[src/rtl/ladybird_fetch.sv]
// Instruction fetch stage: issues word reads under a credit limit, queues returned
// words with their PCs in order, and flushes/discards stale traffic on redirect.
module ladybird_fetch #(
    parameter logic [31:0] RESET_PC    = 32'h0000_0000,
    parameter int          QUEUE_DEPTH = 2
) (
    input  logic        clk,
    input  logic        nrst,
    input  logic        redirect_valid,
    input  logic [31:0] redirect_pc,
    output logic        mem_req,
    output logic [31:0] mem_addr,
    input  logic        mem_gnt,
    input  logic        mem_rvalid,
    input  logic [31:0] mem_rdata,
    output logic        out_valid,
    input  logic        out_ready,
    output logic [31:0] out_inst,
    output logic [31:0] out_pc
);

    localparam int PW = $clog2(QUEUE_DEPTH);
    localparam int CW = PW + 1;
    localparam int SW = CW + 1;
    localparam logic [31:0] NOP      = 32'h0000_0013;
    localparam logic [31:0] START_PC = {RESET_PC[31:2], 2'b00};

    typedef logic [PW-1:0] ptr_t;
    typedef logic [CW-1:0] cnt_t;

    logic [31:0] pc;
    cnt_t        count;
    cnt_t        inflight;
    cnt_t        drop;
    ptr_t        q_head;
    ptr_t        q_tail;
    ptr_t        f_head;
    ptr_t        f_tail;

    logic [31:0] q_inst [QUEUE_DEPTH];
    logic [31:0] q_pc   [QUEUE_DEPTH];
    logic [31:0] f_pc   [QUEUE_DEPTH];

    logic        grant;
    logic        push;
    logic        pop;
    logic [31:0] resp_pc;
    logic [31:0] pc_next;
    cnt_t        count_next;
    cnt_t        inflight_next;
    cnt_t        drop_next;
    logic        req_next;
    logic        head_load;
    logic [31:0] head_inst_next;
    logic [31:0] head_pc_next;

    // Alignment bits of the redirect target are deliberately ignored.
    logic        unused_rpc_lsb;
    assign unused_rpc_lsb = ^redirect_pc[1:0];

    assign grant         = mem_req & mem_gnt;
    assign push          = mem_rvalid & ~redirect_valid & (drop == '0);
    assign pop           = out_valid & out_ready & ~redirect_valid;
    assign resp_pc       = f_pc[f_head];
    assign inflight_next = inflight + cnt_t'(grant) - cnt_t'(mem_rvalid);
    assign mem_addr      = pc;

    // NOTE: every always_comb output gets a default first so no latch is inferred.
    always_comb begin
        pc_next        = pc;
        drop_next      = drop;
        count_next     = count + cnt_t'(push) - cnt_t'(pop);
        head_load      = 1'b0;
        head_inst_next = out_inst;
        head_pc_next   = out_pc;

        if (grant) begin
            pc_next = pc + 32'd4;
        end
        if (mem_rvalid && (drop != '0)) begin
            drop_next = drop - cnt_t'(1);
        end

        // The head register always mirrors the oldest queued entry.
        if (pop && (count > cnt_t'(1))) begin
            head_load      = 1'b1;
            head_inst_next = q_inst[q_head + ptr_t'(1)];
            head_pc_next   = q_pc[q_head + ptr_t'(1)];
        end else if (push && ((count == '0) || (pop && (count == cnt_t'(1))))) begin
            head_load      = 1'b1;
            head_inst_next = mem_rdata;
            head_pc_next   = resp_pc;
        end

        if (redirect_valid) begin
            pc_next    = {redirect_pc[31:2], 2'b00};
            count_next = '0;
            drop_next  = inflight_next;
            head_load  = 1'b0;
        end
    end

    // Credits freed this cycle only become visible through the registered request.
    assign req_next = (SW'(count_next) + SW'(inflight_next)) < SW'(QUEUE_DEPTH);

    // NOTE: sequential state uses non-blocking assignments so every flop samples pre-edge values.
    always_ff @(posedge clk or negedge nrst) begin
        if (!nrst) begin
            pc        <= START_PC;
            count     <= '0;
            inflight  <= '0;
            drop      <= '0;
            q_head    <= '0;
            q_tail    <= '0;
            f_head    <= '0;
            f_tail    <= '0;
            mem_req   <= 1'b0;
            out_valid <= 1'b0;
            out_inst  <= NOP;
            out_pc    <= '0;
        end else begin
            pc        <= pc_next;
            count     <= count_next;
            inflight  <= inflight_next;
            drop      <= drop_next;
            mem_req   <= req_next;
            out_valid <= (count_next != '0);

            if (push) begin
                q_tail <= q_tail + ptr_t'(1);
            end
            if (redirect_valid) begin
                q_head <= q_tail;
            end else if (pop) begin
                q_head <= q_head + ptr_t'(1);
            end
            if (grant) begin
                f_tail <= f_tail + ptr_t'(1);
            end
            if (mem_rvalid) begin
                f_head <= f_head + ptr_t'(1);
            end
            if (head_load) begin
                out_inst <= head_inst_next;
                out_pc   <= head_pc_next;
            end
        end
    end

    // NOTE: storage arrays carry no reset; occupancy counters alone decide what is valid.
    always_ff @(posedge clk) begin
        if (push) begin
            q_inst[q_tail] <= mem_rdata;
            q_pc[q_tail]   <= resp_pc;
        end
        if (grant) begin
            f_pc[f_tail] <= pc;
        end
    end

    a_rvalid_has_inflight: assert property (@(posedge clk) disable iff (!nrst)
        mem_rvalid |-> (inflight != '0));
    a_credit_cap: assert property (@(posedge clk) disable iff (!nrst)
        (SW'(count) + SW'(inflight)) <= SW'(QUEUE_DEPTH));
    a_drop_le_inflight: assert property (@(posedge clk) disable iff (!nrst)
        drop <= inflight);

endmodule

[config.mk]
export PLATFORM = sky130hd
export DESIGN_NAME = ladybird_fetch
export DESIGN_NICKNAME = d
export VERILOG_FILES = /design/src/rtl/ladybird_fetch.sv
export SDC_FILE = /design/constraint.sdc
export NUM_CORES = 1
export LEC_CHECK = 0
export CAP_MARGIN = 20
export CORE_AREA = 2 2 109 216
export CTS_CLUSTER_DIAMETER = 150
export DETAILED_ROUTE_END_ITERATION = 10
export DIE_AREA = 0 0 111 218
export PLACE_DENSITY_LB_ADDON = 0.08
export SYNTH_ARGS = -nofsm -noshare
export SYNTH_HDL_FRONTEND = slang
export SYNTH_SLANG_ARGS = --single-unit
[constraint.sdc]
create_clock -name clk -period 4.3 [get_ports clk]
set_input_delay 0.645 -clock clk [delete_from_list [all_inputs] [get_ports clk]]
set_output_delay 0.645 -clock clk [all_outputs]
set_load 0.005 [all_outputs]
-- Word level (Yosys, flattened, before mapping)
Memory sizes are Yosys's and may differ from the RTL's.
Index checks and enable logic that the tools add are counted.
W data, S select, Z words.
- flip-flop bits (word level): 108
- memory bits (writable): 192
- input port bits: 70
- output and inout port bits: 98
- memories kept: 3
- add/sub/neg operators: 11
- magnitude comparators: 2
- eq/ne operators: 1
- multiplexer cells: 18
- bitwise operators: 6
- reductions and logical operators: 14
- memories (name ; words ; width ; read ports ; clocked after Yosys merged registers in ; write ports ; RTL line ; source):
    f_pc ; 2 ; 32 ; 1 ; 0 ; 1 ; 42 ; logic [31:0] f_pc [QUEUE_DEPTH];
    q_inst ; 2 ; 32 ; 1 ; 0 ; 1 ; 40 ; logic [31:0] q_inst [QUEUE_DEPTH];
    q_pc ; 2 ; 32 ; 1 ; 0 ; 1 ; 41 ; logic [31:0] q_pc [QUEUE_DEPTH];
- operator list (kind ; number):
    $mux W32 ; 6
    $add A32 B3 Y32 const B ; 1
    $reduce_bool A2 Y1 ; 6
    $mux W1 ; 9
    $mux W2 ; 3
    $and A1 B1 Y1 ; 5
    $add A1 B1 Y1 const B ; 4
    $add A2 B1 Y2 ; 2
    $logic_and A1 B1 Y1 ; 4
    $logic_not A2 Y1 ; 2
    $sub A2 B1 Y2 ; 2
    $add A2 B2 Y3 ; 1
    $lt A3 B2 Y1 const B ; 1
    $eq A2 B1 Y1 const B ; 1
    $gt A2 B1 Y1 const B ; 1
    $reduce_and A2 Y1 ; 1
    $sub A2 B1 Y2 const B ; 1
    $logic_or A1 B1 Y1 ; 1
    $not A1 Y1 ; 1

-- Depth between registers and ports, before layout
Gate-level depths: netlist (run 1).
- word-level depth: 9
- gate-level depth with buffers: 11

-- Worst setup path after synthesis (run 1)
No wires, ideal clock.
- kind: input port to flip-flop
- start point: in redirect_valid
- end point: mem q_inst[0][0], enable pin
- data arrival time: 3.512 ns
- required time: 3.818 ns
- setup slack: 0.306 ns
- stages on the path: 3
- buffers on the path: 0
- cells stage by stage: clkinv_1 > nand3_1 > nor2_1
- longest elaborated chain between the ends: 5
- ends and longest elaborated chain (item ; RTL line ; source):
    start, declared ; 9 ; input logic redirect_valid,
    $not A1 Y1 ; 62 ; assign push = mem_rvalid & ~redirect_valid & (drop == '0);
    $and A1 B1 Y1 (2 in a row) ; 62 ;
    $mux W1 ; 152 ; if (push) begin
    $mux W1 (implied by the code) ; 153 ; q_inst[q_tail] <= mem_rdata;
    end, declared ; 40 ;
No other way between the ends.

-- Final worst setup path (run 1)
- start point: in redirect_valid
- end point: reg mem_req
- longest elaborated chain between the ends: 8
- elaborated cells between the ends (all ways): 9
- ends and longest elaborated chain (item ; RTL line ; source):
    $not A1 Y1 ; 62, 63 ;
    $and A1 B1 Y1 (2 in a row) ; 62 ;
    $add A2 B1 Y2 ; 72 ; count_next = count + cnt_t'(push) - cnt_t'(pop);
    $sub A2 B1 Y2 ; 72 ;
    $mux W2 * ; 95 ; if (redirect_valid) begin
    $add A2 B2 Y3 * ; 104 ; assign req_next = (SW'(count_next) + SW'(inflight_next)) < SW'(QUEUE_DEPTH);
    $lt A3 B2 Y1 * ; 104 ;
    named net req_next ; 52 ; logic req_next;
    end signal, assigned ; 126 ; mem_req <= req_next;
    end, declared ; 11 ; output logic mem_req,
Mark *: on every way through the listed nets, which the timed path passes. The rest lies on a longest branch.
A chain may end at the register's enable or synchronous reset.

==> flow_summary.yaml, run 1 <==
run_status:
  status: "finished, final reports clean"
placed_design:
  finalWeightedCongestion: 0.878
  dp.cells: 1295
  place_hpwl_mm: 15.0
  io_buffer_count: 161
clocking:
  postCtsSetupBuffers: 0
  cts_made_buffers: 25
  cts_sinks: 288
  h-tree-depth: 1
  cts-resized-gates: 0
  cts_hold_buf: 0
  clkSlewWorstSetupHoldPaths_ps: 60
  clk_latency_ps: 520
  cts.path.max_buffers: 3
  cts_root_buffer: "clkbuf_16"
  cts_tree: "built"
power:
  peakVddDrop_uv: 452
  p_total_mw: 8.24
  power_density_mw_per_mm2: 571
  power_leakage_nw: 5.25
route:
  avgRoutedWirePerCell_um: 17.6
  drt_iter0_drc: 333
  drc: 0
  antenna_left: 0
  dr.pass1.iters: 4
  vias_per_cell: 5.42
  finalWirelength_mm: 23.5
  routed-via-count: 7266
global_route:
  grt_usage: 0.196
  grt-ovfl-total: 0
  grt_max_degree: 66
  grt_pass1_vias: 7415
  antenna_found_initial: 0
  grt_pass1_wl_mm: 38.2
logic_synthesis:
  synth_seq_cells: 288
  synthArstFlopShare: 0.361
  yosysWarnings: 0
  synth_edf_count: 184
  syn_area_mm2: 0.0117
  synth_seq_area_share: 0.694
  synth_cell_types: 47
  synth_area_per_cell_um2: 13.1
  synth_ff_type: "edfxtp_1"
  synthCells: 894
layout:
  n_fill_cell: 1806
  multiInputGateArea_mm2: 0.00333
  antennaDiodeCount: 0
  layout-drive-gt1-share: 0.0953
  final_common_cell: "edfxtp_1"
  layout_common_cells: "184 x edfxtp_1, 160 x clkdlybuf4s50_1, 151 x nand2_1"
  fin_nets: 1119
  syn_to_final_growth_pct: 23.2
  final-seq-area_mm2: 0.00814
  finalNonFillerCells: 1340
sta:
  rsz0062_at_grt: "false"
  fin_crit_sh: 0.671
  max_freq_mhz: 346
  slew_viol_final: 0
  setup_viol: 0
  tns_ps: 0
  finalClockSkew_ps: 9.09
  finalCriticalPeriod_ps: 2890
  tightestPinTransition_ps: 1000
  relSlewSlack: 0.333
  hold_viol: 0
critical_path:
  crit_fanout: 26
  reg2reg_from: "drop[0]"
  rr_worst_depth: 11
  worst_setup_path_start_kind: "primary input"
  cp_slowest_cell: "fa_1"
  end_kind: "flip-flop"
  slowest_delay_ps: 500
  crit_start: "redirect_valid"
  worst_ep_arrival_time_ps: 3300
  cp_data_required_time_ps: 4710
  critPathKind: "in -> reg"
  cp_cell_sequence: "clkdlybuf4s50_1 -> buf_4 -> clkinv_1 -> nand3_1 -> ha_1 -> inv_1 -> ha_1 -> xnor2_1 -> xnor2_1 -> nand2_1 -> fa_1 -> and2_1"
floorplanning:
  row_count: 78
  die_x_um: 111
  core_area_mm2: 0.0225
  io_pins: 168
  die_h_um: 218
  start_util: 0.519
  dieArea_mm2: 0.0242
worst_hold_path:
  hp-class: "in -> async"
flow_run:
  drv_cap: 0
-- sequential cells by signal, summed over array words and instances (netlist names) --
signal and cells:
f_tail 1, out_pc 30, drop 2, mem_addr 30, q_pc 60, f_pc 60
mem_req 1, q_inst 64, count 2, q_head 1, out_inst 32, f_head 1
inflight 2, q_tail 1, out_valid 1
-- kinds of logic after synthesis --
logic type	Yosys count	share of synthesized area
muxes	94	0.0837
buffers and inverters	67	0.0243
adders and majority gates	7	0.00812
other	1	0.000320
and+or+nand+nor	240	0.0937
DFF	288	0.694
xor gates and xnor gates	21	0.0157
AOI/OAI and AO/OA	176	0.0797
-- critical path: cells and delay by family --
family	cells	cell delay [ps]
adders and majority gates	3	930
and+or+nand+nor	3	550
xor gates and xnor gates	2	280
buffers and inverters	4	890
-- per-stage QoR --
stage | worst slack (ps) | util | area (um^2) | hold slack, ps
floorplan | 306 | - | 11700 | 349
global placement | 922 | 0.604 | 13600 | 460
detailed placement | 893 | 0.604 | 13600 | 469
CTS | 1420 | 0.640 | 14400 | 198
global route | 1200 | 0.640 | 14400 | 205
finish | 1410 | 0.640 | 14400 | 158
-- cell usage after synthesis (12+ instances only) --
cell type | number | area share
edfxtp_1 | 184 | 0.47
nand2_1 | 151 | 0.048
o21ai_0 | 149 | 0.064
dfrtp_1 | 101 | 0.22
mux2i_1 | 63 | 0.054
clkbuf_1 | 43 | 0.014
mux2_2 | 31 | 0.030
nor2_1 | 21 | 0.0067
nand4_1 | 16 | 0.0085
a31oi_1 | 14 | 0.0075
xnor2_1 | 14 | 0.010
or3_1 | 12 | 0.0064
-- path summary, 6_finish.rpt --
check | slack (ps) | endpoint
worst max-delay path | 1410 | mem_req
worst min-delay path | 160 | mem_addr[26]
worst max register to register | 1520 | mem_req
worst min register to register | 480 | out_pc[27]
max in group asynchronous | 3310 | q_head
min in group clk | 480 | out_pc[27]
-- where the power goes --
part	leakage, nW	switching (mW)	internal, mW	total [mW]
clock	0.412	0.944	1.27	2.22
sequential	2.94	0.430	3.60	4.03
combinational	1.89	0.872	1.12	1.99
-- metal layers --
| layer | wire length (um) | part of all wire | track usage |
|---|---|---|---|
| met1 | 9940 | 0.42 | 0.238 |
| met2 | 12100 | 0.51 | 0.357 |
| met3 | 929 | 0.039 | 0.0264 |
| met4 | 574 | 0.024 | 0.0708 |
| met5 | 0 | 0 | 0 |
-- layout make-up --
type                       instances  area share
clock inverter                    14     0.00807
timing repair buffer             174       0.121
inverter                          11     0.00321
multi-input combinational        542       0.231
sequential                       288       0.564
clock buffer                      31      0.0485
tap                              280      0.0243
Note: power is estimated with default switching activity, not from simulation.
==> run 2, diff against run 1 <==
CORE_AREA = 2 2 113 224   (was 2 2 109 216)
DIE_AREA = 0 0 115 226   (was 0 0 111 218)
clock period = 2.5 ns   (was 4.3 ns; I/O delays follow)
==> run 2 against run 1 <==
Net effect: global-route usage is 0.52 points lower; clock skew increased by 4.7 ps; power is 76% higher; sequential share of layout area shrank 1.5 points; largest power group unchanged; critical path type is now reg -> reg; clock power is 74% higher; largest cell class unchanged; critical endpoint unchanged.
==> flow_summary.yaml, run 2 (synthesized netlist as in run 1, its figures left out) <==
run_status:
  status: "finished, final reports clean"
critical_path:
  worst_setup_path_start_kind: "flip-flop"
  reg2reg_from: "drop[1]"
  crit_start: "drop[1]"
  slowest_delay_ps: 490
  crit_fanout: 2
  end_kind: "flip-flop"
  worst_ep_arrival_time_ps: 2740
  rr_worst_depth: 11
  crit_buf_inv: 2
  cp_cell_sequence: "inv_2 -> ha_4 -> nand3_2 -> ha_1 -> inv_1 -> ha_1 -> xnor2_2 -> xnor2_1 -> nand2_1 -> fa_1 -> and2_1"
  cp_data_required_time_ps: 2920
  crit_family: "adder cells"
  crit_cells: 11
  path_common_cell: "ha_1"
  cp_slowest_cell: "fa_1"
  critPathKind: "reg -> reg"
floorplanning:
  row_count: 81
  core_area_mm2: 0.0243
  die_h_um: 226
  io_pins: 168
  die_x_um: 115
  start_util: 0.481
  dieArea_mm2: 0.0260
worst_hold_path:
  hp-class: "in -> async"
placed_design:
  finalWeightedCongestion: 0.842
  placed_cell_area_mm2: 0.0139
  io_buffer_count: 161
  preCtsSetupSlack_ps: -230
  place_hpwl_mm: 16.0
  dp.cells: 1335
layout:
  syn_to_final_growth_pct: 26.5
  finish.utilization: 0.609
  antennaDiodeCount: 0
  final_common_cell: "edfxtp_1"
  reg.largest.list: "q_inst x64, f_pc x60, q_pc x60"
  layout-drive-gt1-share: 0.119
  fin_area_mm2: 0.0148
  finalNonFillerCells: 1384
  layout_common_cells: "184 x edfxtp_1, 160 x clkdlybuf4s50_1, 151 x nand2_1"
  top_register: "q_inst"
  largest_reg_flops: 64
  fin_nets: 1151
global_route:
  grt_pass1_vias: 7551
  grt_pass1_wl_mm: 39.1
  grt_usage: 0.191
  grt_max_degree: 125
  antenna_found_initial: 0
  grt-ovfl-total: 0
route:
  antenna_left: 0
  vias_per_cell: 5.36
  avgRoutedWirePerCell_um: 17.6
  dr.pass1.iters: 4
  finalWirelength_mm: 24.3
  drc: 0
  drt_iter0_drc: 341
  routed-via-count: 7420
sta:
  finalCriticalPeriod_ps: 2320
  slew_viol_final: 0
  tightestPinTransition_ps: 571
  rsz0062_at_grt: "false"
  hold_viol: 0
  finalClockSkew_ps: 13.8
  tns_ps: 0
  setup_slack_ps: 175
  fin_crit_sh: 0.930
  relSlewSlack: 0.619
  setup_viol: 0
  max_freq_mhz: 430
flow_run:
  drv_cap: 0
power:
  power_leakage_nw: 5.41
  peakVddDrop_uv: 669
  power_density_mw_per_mm2: 978
clocking:
  h-tree-depth: 1
  cts_tree: "built"
  postCtsSetupBuffers: 0
  clkSlewWorstSetupHoldPaths_ps: 70
  cts_sinks: 288
  cts_made_buffers: 26
  cts.path.max_buffers: 3
  clk_latency_ps: 540
  cts_root_buffer: "clkbuf_16"
run 2: cell types whose count changed in the layout (fill, tap and decap cells not counted), sizes merged:
cell | previous run | this run
buf | 14 | 44
dlygate4sd3 | 0 | 1
bufinv | 2 | 1
clkinv | 13 | 6
clkbuf | 31 | 42
run 2: cell type report:
class | count | area (um^2)
Fill cell | 1968 | 9520
Sequential cell | 288 | 8140
Multi-Input combinational cell | 542 | 3360
Timing Repair Buffer | 205 | 2080
Clock buffer | 42 | 772
Tap cell | 290 | 363
Clock inverter | 6 | 55.1
Inverter | 11 | 46.3
run 2: power by group:
group          internal [mW]  total [mW]  leakage (nW)  switching [mW]
clock                   2.21        3.87         0.401            1.66
sequential              6.19        6.77          2.94           0.575
combinational           2.11        3.84          2.07            1.73
total                   10.5        14.5          5.41            3.97
run 2: final timing paths:
kind	to	slack, ps
worst min-delay path	out_pc[30]	370
min in group clk	mem_addr[11]	400
max in group asynchronous	out_inst[4]	1410
worst max register to register	mem_req	180
worst max-delay path	mem_req	180
worst min register to register	f_head	470
run 2: metal layers:
| layer | part of all wire | up-vias | GRT usage |
|---|---|---|---|
| met5 | 0 | - | 0 |
| met4 | 0.028 | 0 | 0.0727 |
| met3 | 0.039 | 41 | 0.0255 |
| met2 | 0.53 | 179 | 0.351 |
| met1 | 0.40 | 3602 | 0.222 |
| li1 | - | 3598 | - |
run 2: stage by stage:
stage               power [mW]  hold WS (ps)
floorplan                 8.70          79.4
global placement          10.7           412
detailed placement        10.7           409
CTS                       14.7           381
global route              15.3           400
finish                    14.5           372
run 2: what timing repair did:
item,4_1_cts,5_1_grt
hold buffers,1,0
setup endpoints to repair,0,1
gates resized for setup,0,6
endpoints found under the hold margin,33,0
